`src/rtl/asr_return.sv`:
```
// Response-return path: records granted requester ids in order and routes in-order responses back
// through a single holding register. Optional watchdog on the head tag under `ASR_TIMEOUT_EN.
module asr_return #(
    parameter int unsigned switch_bits    = 3,
    parameter int unsigned data_width     = 132,
    parameter int unsigned tag_depth      = 4,
    parameter int unsigned timeout_cycles = 255
) (
    input  logic                           clk,
    input  logic                           rst_n,
    input  logic                           grant_valid,
    input  logic [switch_bits-1:0]         grant_id,
    output logic                           tag_full,
    input  logic                           rsp_valid,
    input  logic [data_width-1:0]          rsp_data,
    output logic                           rsp_ready,
    output logic [(1<<switch_bits)-1:0]    out_valid,
    output logic [data_width-1:0]          out_data,
    input  logic [(1<<switch_bits)-1:0]    out_ready,
    output logic [$clog2(tag_depth):0]     outstanding,
    output logic                           orphan_err,
    output logic                           drop_err,
    output logic                           timeout_err
);

    localparam int unsigned N  = 1 << switch_bits;
    localparam int unsigned PW = $clog2(tag_depth);
    localparam int unsigned CW = PW + 1;

    logic [switch_bits-1:0] tags [tag_depth];
    logic [PW-1:0]          wr_ptr;
    logic [PW-1:0]          rd_ptr;
    logic [CW-1:0]          count;

    logic                   hold_v;
    logic [switch_bits-1:0] hold_id;
    logic [data_width-1:0]  hold_data;

    logic                   free;
    logic                   push;
    logic                   pop;
    logic                   accept;
    logic                   wd_hit;
    logic                   not_empty;

    assign not_empty = (count != '0);
    assign tag_full  = (count == CW'(tag_depth));
    assign free      = !hold_v || out_ready[hold_id];
    assign rsp_ready = not_empty && free && !wd_hit;
    assign accept    = rsp_valid && rsp_ready;
    assign push      = grant_valid && !tag_full;
    assign pop       = accept || wd_hit;

    assign out_valid   = hold_v ? (N'(1) << hold_id) : '0;
    assign out_data    = hold_data;
    assign outstanding = count + CW'(hold_v);

    // Tag storage needs no reset: entries are only read below count.
    always_ff @(posedge clk) begin
        if (push) begin
            tags[wr_ptr] <= grant_id;
        end
    end

    always_ff @(posedge clk or negedge rst_n) begin
        if (!rst_n) begin
            wr_ptr <= '0;
            rd_ptr <= '0;
            count  <= '0;
        end else begin
            if (push) begin
                wr_ptr <= wr_ptr + PW'(1);
            end
            if (pop) begin
                rd_ptr <= rd_ptr + PW'(1);
            end
            count <= count + CW'(push) - CW'(pop);
        end
    end

    // Holding register: load on accept, drain once the target has taken it.
    always_ff @(posedge clk or negedge rst_n) begin
        if (!rst_n) begin
            hold_v    <= 1'b0;
            hold_id   <= '0;
            hold_data <= '0;
        end else if (accept) begin
            hold_v    <= 1'b1;
            hold_id   <= tags[rd_ptr];
            hold_data <= rsp_data;
        end else if (free) begin
            hold_v    <= 1'b0;
        end
    end

    always_ff @(posedge clk or negedge rst_n) begin
        if (!rst_n) begin
            orphan_err <= 1'b0;
            drop_err   <= 1'b0;
        end else begin
            if (rsp_valid && !not_empty) begin
                orphan_err <= 1'b1;
            end
            if (grant_valid && tag_full) begin
                drop_err <= 1'b1;
            end
        end
    end

`ifdef ASR_TIMEOUT_EN
    localparam int unsigned WW = $clog2(timeout_cycles + 1);

    logic [WW-1:0] wd_cnt;
    logic          timeout_q;

    // Head tag has waited timeout_cycles cycles: retire it without delivery.
    assign wd_hit      = not_empty && (wd_cnt == WW'(timeout_cycles - 1));
    assign timeout_err = timeout_q;

    always_ff @(posedge clk or negedge rst_n) begin
        if (!rst_n) begin
            wd_cnt    <= '0;
            timeout_q <= 1'b0;
        end else begin
            if (!not_empty || pop) begin
                wd_cnt <= '0;
            end else begin
                wd_cnt <= wd_cnt + WW'(1);
            end
            if (wd_hit) begin
                timeout_q <= 1'b1;
            end
        end
    end
`else
    logic unused_timeout;

    assign wd_hit         = 1'b0;
    assign timeout_err    = 1'b0;
    assign unused_timeout = ^(32'(timeout_cycles));
`endif

endmodule
```
`config.mk`:
```
export PLATFORM = sky130hd
export DESIGN_NAME = asr_return
export DESIGN_NICKNAME = d
export VERILOG_FILES = /design/src/rtl/asr_return.sv
export SDC_FILE = /design/constraint.sdc
export NUM_CORES = 1
export LEC_CHECK = 0
export ABC_AREA = 1
export ABC_CLOCK_PERIOD_IN_PS = 5500
export CORE_MARGIN = 1.5
export CORE_UTILIZATION = 39
export CTS_CLUSTER_SIZE = 14
export DETAILED_ROUTE_END_ITERATION = 6
export PLACE_DENSITY = 0.73
export SETUP_SLACK_MARGIN = 0.4
export SLEW_MARGIN = 20
export SYNTH_ARGS = -nofsm -noshare
export SYNTH_HDL_FRONTEND = slang
export SYNTH_SLANG_ARGS = --single-unit
```
`constraint.sdc`:
```
create_clock -name clk -period 5.5 [get_ports clk]
set_clock_uncertainty 0.15 [all_clocks]
set_input_delay 0.825 -clock clk [delete_from_list [all_inputs] [get_ports clk]]
set_output_delay 0.825 -clock clk [all_outputs]
set_load 0.05 [all_outputs]
```
==> results of run 1 <==
-- power breakdown --
group / internal (W) / switching [W]
sequential: 0.00172 / 0.000324
clock: 0.000699 / 0.000487
combinational: 0.00140 / 0.00323
-- logic make-up after synthesis --
logic type	synth area share, %
AO/OA/AOI/OAI	1.24
XOR/XNOR	0.511
adder cells (fa/ha/maj)	1.75
buffers and inverters	7.04
flip-flops	58.2
other	0.0547
AND/OR/NAND/NOR	31.2
-- layout make-up --
cell class	count	area, sq um	share of cell area, %
Antenna cell	1	2.50	0.0243
Clock buffer	21	460	4.46
Clock inverter	11	131	1.27
Inverter	22	82.6	0.800
Multi-Input combinational cell	493	2390	23.2
Sequential cell	157	3990	38.7
Tap cell	225	282	2.73
Timing Repair Buffer	299	2980	28.9
-- critical path: stages --
cell             delay [ns]
clkdlybuf4s50_1        0.46
inv_1                  0.05
o21ai_2                0.15
nor2_1                 0.10
nor2_4                 0.12
nand2_1                0.06
inv_1                  0.08
clkdlybuf4s50_1        0.82
-- Yosys cell counts (all sizes together) --
master | n | area share (%)
inv | 22 | 1.2
clkbuf | 26 | 1.4
o21ai | 11 | 0.91
nand2 | 289 | 16
edfxtp | 12 | 5.3
conb | 1 | 0.055
xor2 | 4 | 0.51
nor2 | 30 | 1.9
a31o | 2 | 0.26
fa | 1 | 0.29
or2 | 1 | 0.091
buf | 39 | 4.4
a21oi | 1 | 0.073
ha | 8 | 1.5
nand4 | 138 | 13
dfrtp | 145 | 53
nand3 | 7 | 0.58
-- metrics by stage --
stage / hold WS [ns] / area, sq um / worst slack (ns)
2_1_floorplan: 0.314 / 6860 / 2.69
3_3_place_gp: 0.302 / 9720 / 1.87
3_5_place_dp: 0.307 / 9720 / 1.82
4_1_cts: 0.322 / 10300 / 1.85
5_1_grt: 0.331 / 10300 / 1.75
6_report: 0.317 / 10300 / 1.87
-- worst min path at each step --
| stage | from | to | depth (start not counted) |
|---|---|---|---|
| finish | out_data[58] | out_data[58] | 2 |
| global route | orphan_err | orphan_err | 1 |
| CTS | out_data[57] | out_data[57] | 2 |
| detailed placement | drop_err | drop_err | 1 |
| global placement | out_data[119] | out_data[119] | 2 |
| floorplan | hold_id[2] | hold_id[2] | 2 |
-- registers in the layout, indices dropped and copies added, names as in the netlist --
register and count:
orphan_err 1, hold_id 3, hold_v 1, wr_ptr 2, drop_err 1, count 3, tags 12, out_data 132
rd_ptr 2
-- metal layers --
| metal | wire length (microns) | up-vias | GRT usage (%) |
|---|---|---|---|
| met5 | 0 | - | 0 |
| met4 | 546 | 0 | 8.36 |
| met3 | 1520 | 36 | 6.06 |
| met2 | 9730 | 229 | 34.7 |
| met1 | 8280 | 2999 | 27.4 |
| li1 | - | 2987 | - |
-- layout by cell type, fill, tap and decap left out, types with 2 or more instances in the layout --
master / count
nor2_1: 27
nor2_4: 2
o21ai_2: 2
inv_1: 18
clkbuf_16: 17
ha_1: 8
edfxtp_1: 12
nand4_1: 137
clkinv_4: 3
inv_2: 4
nand3_1: 6
buf_4: 7
xor2_1: 4
a31o_2: 2
nand2_1: 287
dfrtp_1: 145
inv_6: 3
o21ai_0: 9
clkbuf_1: 2
bufinv_16: 2
clkdlybuf4s50_1: 291
clkbuf_8: 2
==> results.py, run 1 <==
metrics = {
    "clocking": {
        "clkLatencyLatePin_ns": 0.42,
        "root_buffer": "clkbuf_16",
        "cts.clk_slew.worst_paths_ns": 0.05,
        "cts.path.max_buffers": 2,
        "postCtsSetupBuffers": 0,
        "cts_tree": "built",
        "cts_resized": 0,
        "numCtsBuffers": 17,
        "ctsHoldBuffers": 0,
        "htree_num_levels": 4,
        "cts_sinks": 157,
    },
    "detailed_routing": {
        "postRouteAntennaNets": 0,
        "drt_first_iter_violations": 358,
        "drc": 0,
        "wirelength_microns": 20100,
        "drtPass1Iterations": 4,
        "wl_per_cell_microns": 16.3,
        "vias": 6251,
        "vias_per_cell": 5.09,
    },
    "sta": {
        "drv_slew": 0,
        "slew_headroom_pct": 23.1,
        "final-setup-viol-count": 0,
        "setup_tns_ns": 0,
        "finalCritPeriodShare_pct": 66.1,
        "worst_pin_slew_ns": 1.15,
        "hold_viol": 0,
        "max_freq_mhz": 275,
        "rsz0062_at_grt": "false",
        "min_period_ns": 3.63,
    },
    "cells_and_area": {
        "n_fill_cell": 1503,
        "fin_util_pct": 59.9,
        "drive_gt1_share_pct": 5.38,
        "instances_no_fill": 1229,
        "syn2layout_area_growth_pct": 50.4,
        "final_nets": 1146,
    },
    "critical_path": {
        "rrSetupSlack_ns": 2.33,
        "crit_start": "out_ready[3]",
        "cp_data_required_time_ns": 4.53,
        "arrival_ns": 2.66,
        "cp-end-kind": "output pin",
        "path_class": "input port to output pin",
        "cp-endpoint": "rsp_ready",
        "timing.rr.end": "out_data[5]",
        "r2r_cells": 6,
        "start_kind": "input port",
        "cp_max_fo": 2,
        "worstReg2RegStart": "count[1]",
    },
    "die": {
        "die-area_sq_um": 18400,
        "initial_core_util_pct": 39.8,
        "placementRows": 48,
        "coreArea_sq_um": 17200,
        "die_x_microns": 136,
        "die_h_microns": 136,
        "io_pins": 295,
    },
    "power_and_ir_drop": {
        "p_leak_nw": 4.83,
        "power_density_nw_per_um2": 762,
        "power_w": 0.00786,
        "peakVddDrop_v": 0.000479,
    },
    "synthesis": {
        "synth_cells": 737,
        "yosys_warnings": 0,
        "syn_area_sq_um": 6860,
        "synth_seq_area_share_pct": 58.2,
        "synth_nets": 893,
        "ys_ff_latch": 157,
        "synthDistinctLibCells": 28,
        "synth_area_per_cell_sq_um": 9.31,
    },
    "status": {
        "status": "finished clean",
    },
    "global_route": {
        "overflow": 0,
        "track_usage_pct": 21.5,
        "grt_pass1_wl_microns": 31000,
        "grt_max_degree": 102,
        "grt_pass1_vias": 5931,
        "antenna_found_initial": 1,
    },
    "placement": {
        "place_hpwl_microns": 12800,
        "place_inst": 1196,
        "place_congestion": 0.850,
        "port_buffers": 293,
    },
    "job": {
        "max_cap_viol_count": 0,
    },
    "worst_hold_path": {
        "holdCritPathClass": "register to register",
    },
}
Note: power is estimated with default switching activity, not from simulation.
==> inputs of run 2 (changes only) <==
--- a/config.mk
+++ b/config.mk
@@ -6,12 +6,12 @@
 export NUM_CORES = 1
 export LEC_CHECK = 0
 export ABC_AREA = 1
-export ABC_CLOCK_PERIOD_IN_PS = 5500
+export ABC_CLOCK_PERIOD_IN_PS = 3100
 export CORE_MARGIN = 1.5
 export CORE_UTILIZATION = 39
 export CTS_CLUSTER_SIZE = 14
 export DETAILED_ROUTE_END_ITERATION = 6
-export PLACE_DENSITY = 0.73
+export PLACE_DENSITY = 0.76
 export SETUP_SLACK_MARGIN = 0.4
 export SLEW_MARGIN = 20
 export SYNTH_ARGS = -nofsm -noshare
==> constraint.sdc (replaced) <==
create_clock -name clk -period 3.1 [get_ports clk]
set_clock_uncertainty 0.15 [all_clocks]
set_input_delay 0.465 -clock clk [delete_from_list [all_inputs] [get_ports clk]]
set_output_delay 0.465 -clock clk [all_outputs]
set_load 0.05 [all_outputs]
==> run 2 against run 1 <==
Compared with the run above:
- count of clock-buffer cells in the layout fell by 3
- largest cell class unchanged
- power rose by 76%
- combinational power rose by 78%
- register-to-register slack got worse by 1.8 ns
- worst hold slack got worse by 0.0014 ns
- setup slack got worse by 1.4 ns
- sequential share of layout area fell by 0.22 points
- via count fell by 1.7%
- clock power rose by 64%
- wire length fell by 2.2%
- core utilization rose by 0.35 points
==> results.py, run 2 (synthesized netlist as in run 1, its figures left out) <==
metrics = {
    "status": {
        "status": "finished clean",
    },
    "sta": {
        "final-setup-viol-count": 0,
        "min_period_ns": 2.62,
        "finalCritPeriodShare_pct": 84.6,
        "worst_pin_slew_ns": 0.690,
        "rsz0062_at_grt": "false",
        "drv_slew": 0,
        "setup_tns_ns": 0,
        "fin_ws_ns": 0.476,
        "max_freq_mhz": 381,
        "hold_viol": 0,
        "slew_headroom_pct": 54.0,
    },
    "die": {
        "die_x_microns": 136,
        "initial_core_util_pct": 39.8,
        "placementRows": 48,
        "io_pins": 295,
        "die_h_microns": 136,
        "die-area_sq_um": 18400,
        "coreArea_sq_um": 17200,
    },
    "critical_path": {
        "cp_data_required_time_ns": 2.48,
        "rrSetupSlack_ns": 0.56,
        "timing.rr.end": "count[2]",
        "path_delay_family": "buffers and inverters",
        "cp-end-kind": "output pin",
        "crit_slowest_cell": "clkdlybuf4s50_1",
        "r2r_cells": 9,
        "cp_max_fo": 8,
        "crit_chain": "nand2_2 > nor2_1 > clkdlybuf4s50_1",
        "path_class": "register to output pin",
        "worstReg2RegStart": "count[2]",
        "arrival_ns": 2.01,
        "worstPathBufferInverterCount": 1,
        "cpPeakStageDelay_ns": 0.82,
        "start_kind": "register",
    },
    "clocking": {
        "cts_tree": "built",
        "cts.path.max_buffers": 2,
        "cts_sinks": 157,
        "postCtsSetupBuffers": 0,
        "numCtsBuffers": 17,
        "htree_num_levels": 4,
        "root_buffer": "clkbuf_16",
        "cts.clk_slew.worst_paths_ns": 0.06,
        "clkLatencyLatePin_ns": 0.42,
    },
    "worst_hold_path": {
        "hold_path_depth": 1,
        "holdCritPathClass": "register to register",
        "holdCritStartpoint": "drop_err",
        "hold_end": "drop_err",
    },
    "detailed_routing": {
        "vias_per_cell": 4.98,
        "drc": 0,
        "met2_length_microns": 9570,
        "drt_first_iter_violations": 356,
        "drt-met1-wl_microns": 8260,
        "wirelength_microns": 19600,
        "wl_met3_microns": 1280,
        "postRouteAntennaNets": 0,
        "vias": 6146,
        "drtPass1Iterations": 4,
        "wl_per_cell_microns": 15.9,
        "highest_layer": "met4",
    },
    "placement": {
        "port_buffers": 293,
        "place_hpwl_microns": 12800,
        "place_congestion": 0.829,
        "preCtsSetupSlack_ns": 0.318,
        "place_inst": 1200,
    },
    "global_route": {
        "overflow": 0,
        "track_usage_pct": 21.6,
        "grt_pass1_wl_microns": 31100,
        "antenna_found_initial": 0,
        "grt_max_degree": 139,
        "grt_pass1_vias": 5935,
    },
    "cells_and_area": {
        "mostFrequentLayoutCells": "nand2_1 (287), clkdlybuf4s50_1 (280), dfrtp_1 (145)",
        "n_fill_cell": 1480,
        "largest_reg_flops": 132,
        "multi_input_comb_area_sq_um": 2400,
        "antenna_cells": 0,
        "drive_gt1_share_pct": 5.85,
        "seq_area_sq_um": 3990,
        "layout_commonest_cell": "nand2_1",
        "syn2layout_area_growth_pct": 51.3,
        "final_nets": 1151,
        "instances_no_fill": 1233,
    },
    "power_and_ir_drop": {
        "p_leak_nw": 4.97,
        "power_w": 0.0138,
        "peakVddDrop_v": 0.000932,
        "power_density_nw_per_um2": 1330,
    },
    "job": {
        "max_cap_viol_count": 0,
    },
}
run 2: changes by cell type in the layout (fill, tap and decap cells not counted), sizes merged:
cell	previous run	this run
dlymetal6s2s	0	6
clkinv	4	8
clkbuf	21	19
clkdlybuf4s50	291	280
dlygate4sd3	0	1
clkinvlp	1	3
dlygate4sd2	0	4
bufinv	2	1
inv	26	24
buf	8	12
diode	1	0
run 2: area by class of cell:
type | instances | share of cell area, %
clock buffers | 18 | 4.14
clock inverters | 14 | 1.15
well taps | 225 | 2.71
flip-flops and latches | 157 | 38.4
repair buffers | 304 | 29.7
multi-input cells | 493 | 23.1
inverters | 22 | 0.796
run 2: worst max path at each step:
stage                       startpoint           end  slack (ns)  cells past startpoint
after floorplan             hold_id[0]      count[2]        0.61                     15
after global placement    out_ready[3]      count[2]        0.40                     13
after detailed placement  out_ready[3]      count[2]        0.32                     13
after CTS                   hold_id[0]  out_valid[2]        0.40                      4
after global routing        hold_id[0]  out_valid[7]        0.40                      3
final                       hold_id[1]  out_valid[7]        0.48                      3
run 2: per-layer routing:
layer  up-vias  track usage (%)
met4         0             9.08
li1       2996                -
met3        33             5.72
met2       209             34.8
met5         -                0
met1      2908             27.4
run 2: power by group:
group	switching [W]	total [W]	leakage, nW	internal (W)
registers	0.000574	0.00362	1.89	0.00305
clock network	0.000845	0.00195	0.262	0.00110
logic	0.00574	0.00826	2.82	0.00252
run 2: through the flow:
| step | util [%] | instance area [sq um] | hold slack (ns) |
|---|---|---|---|
| final | 60.2 | 10400 | 0.315 |
| after global routing | 60.2 | 10400 | 0.335 |
| after CTS | 60.1 | 10400 | 0.318 |
| after detailed placement | 56.9 | 9800 | 0.303 |
| after global placement | 56.9 | 9800 | 0.302 |
| after floorplan | - | 6860 | 0.0194 |
run 2: what timing repair did:
| item | in CTS | in global routing |
|---|---|---|
| resized for setup | 5 | 8 |
| endpoints found under the hold margin | 54 | 0 |
| hold buffers | 1 | 0 |
| endpoints found under the setup margin | 5 | 7 |
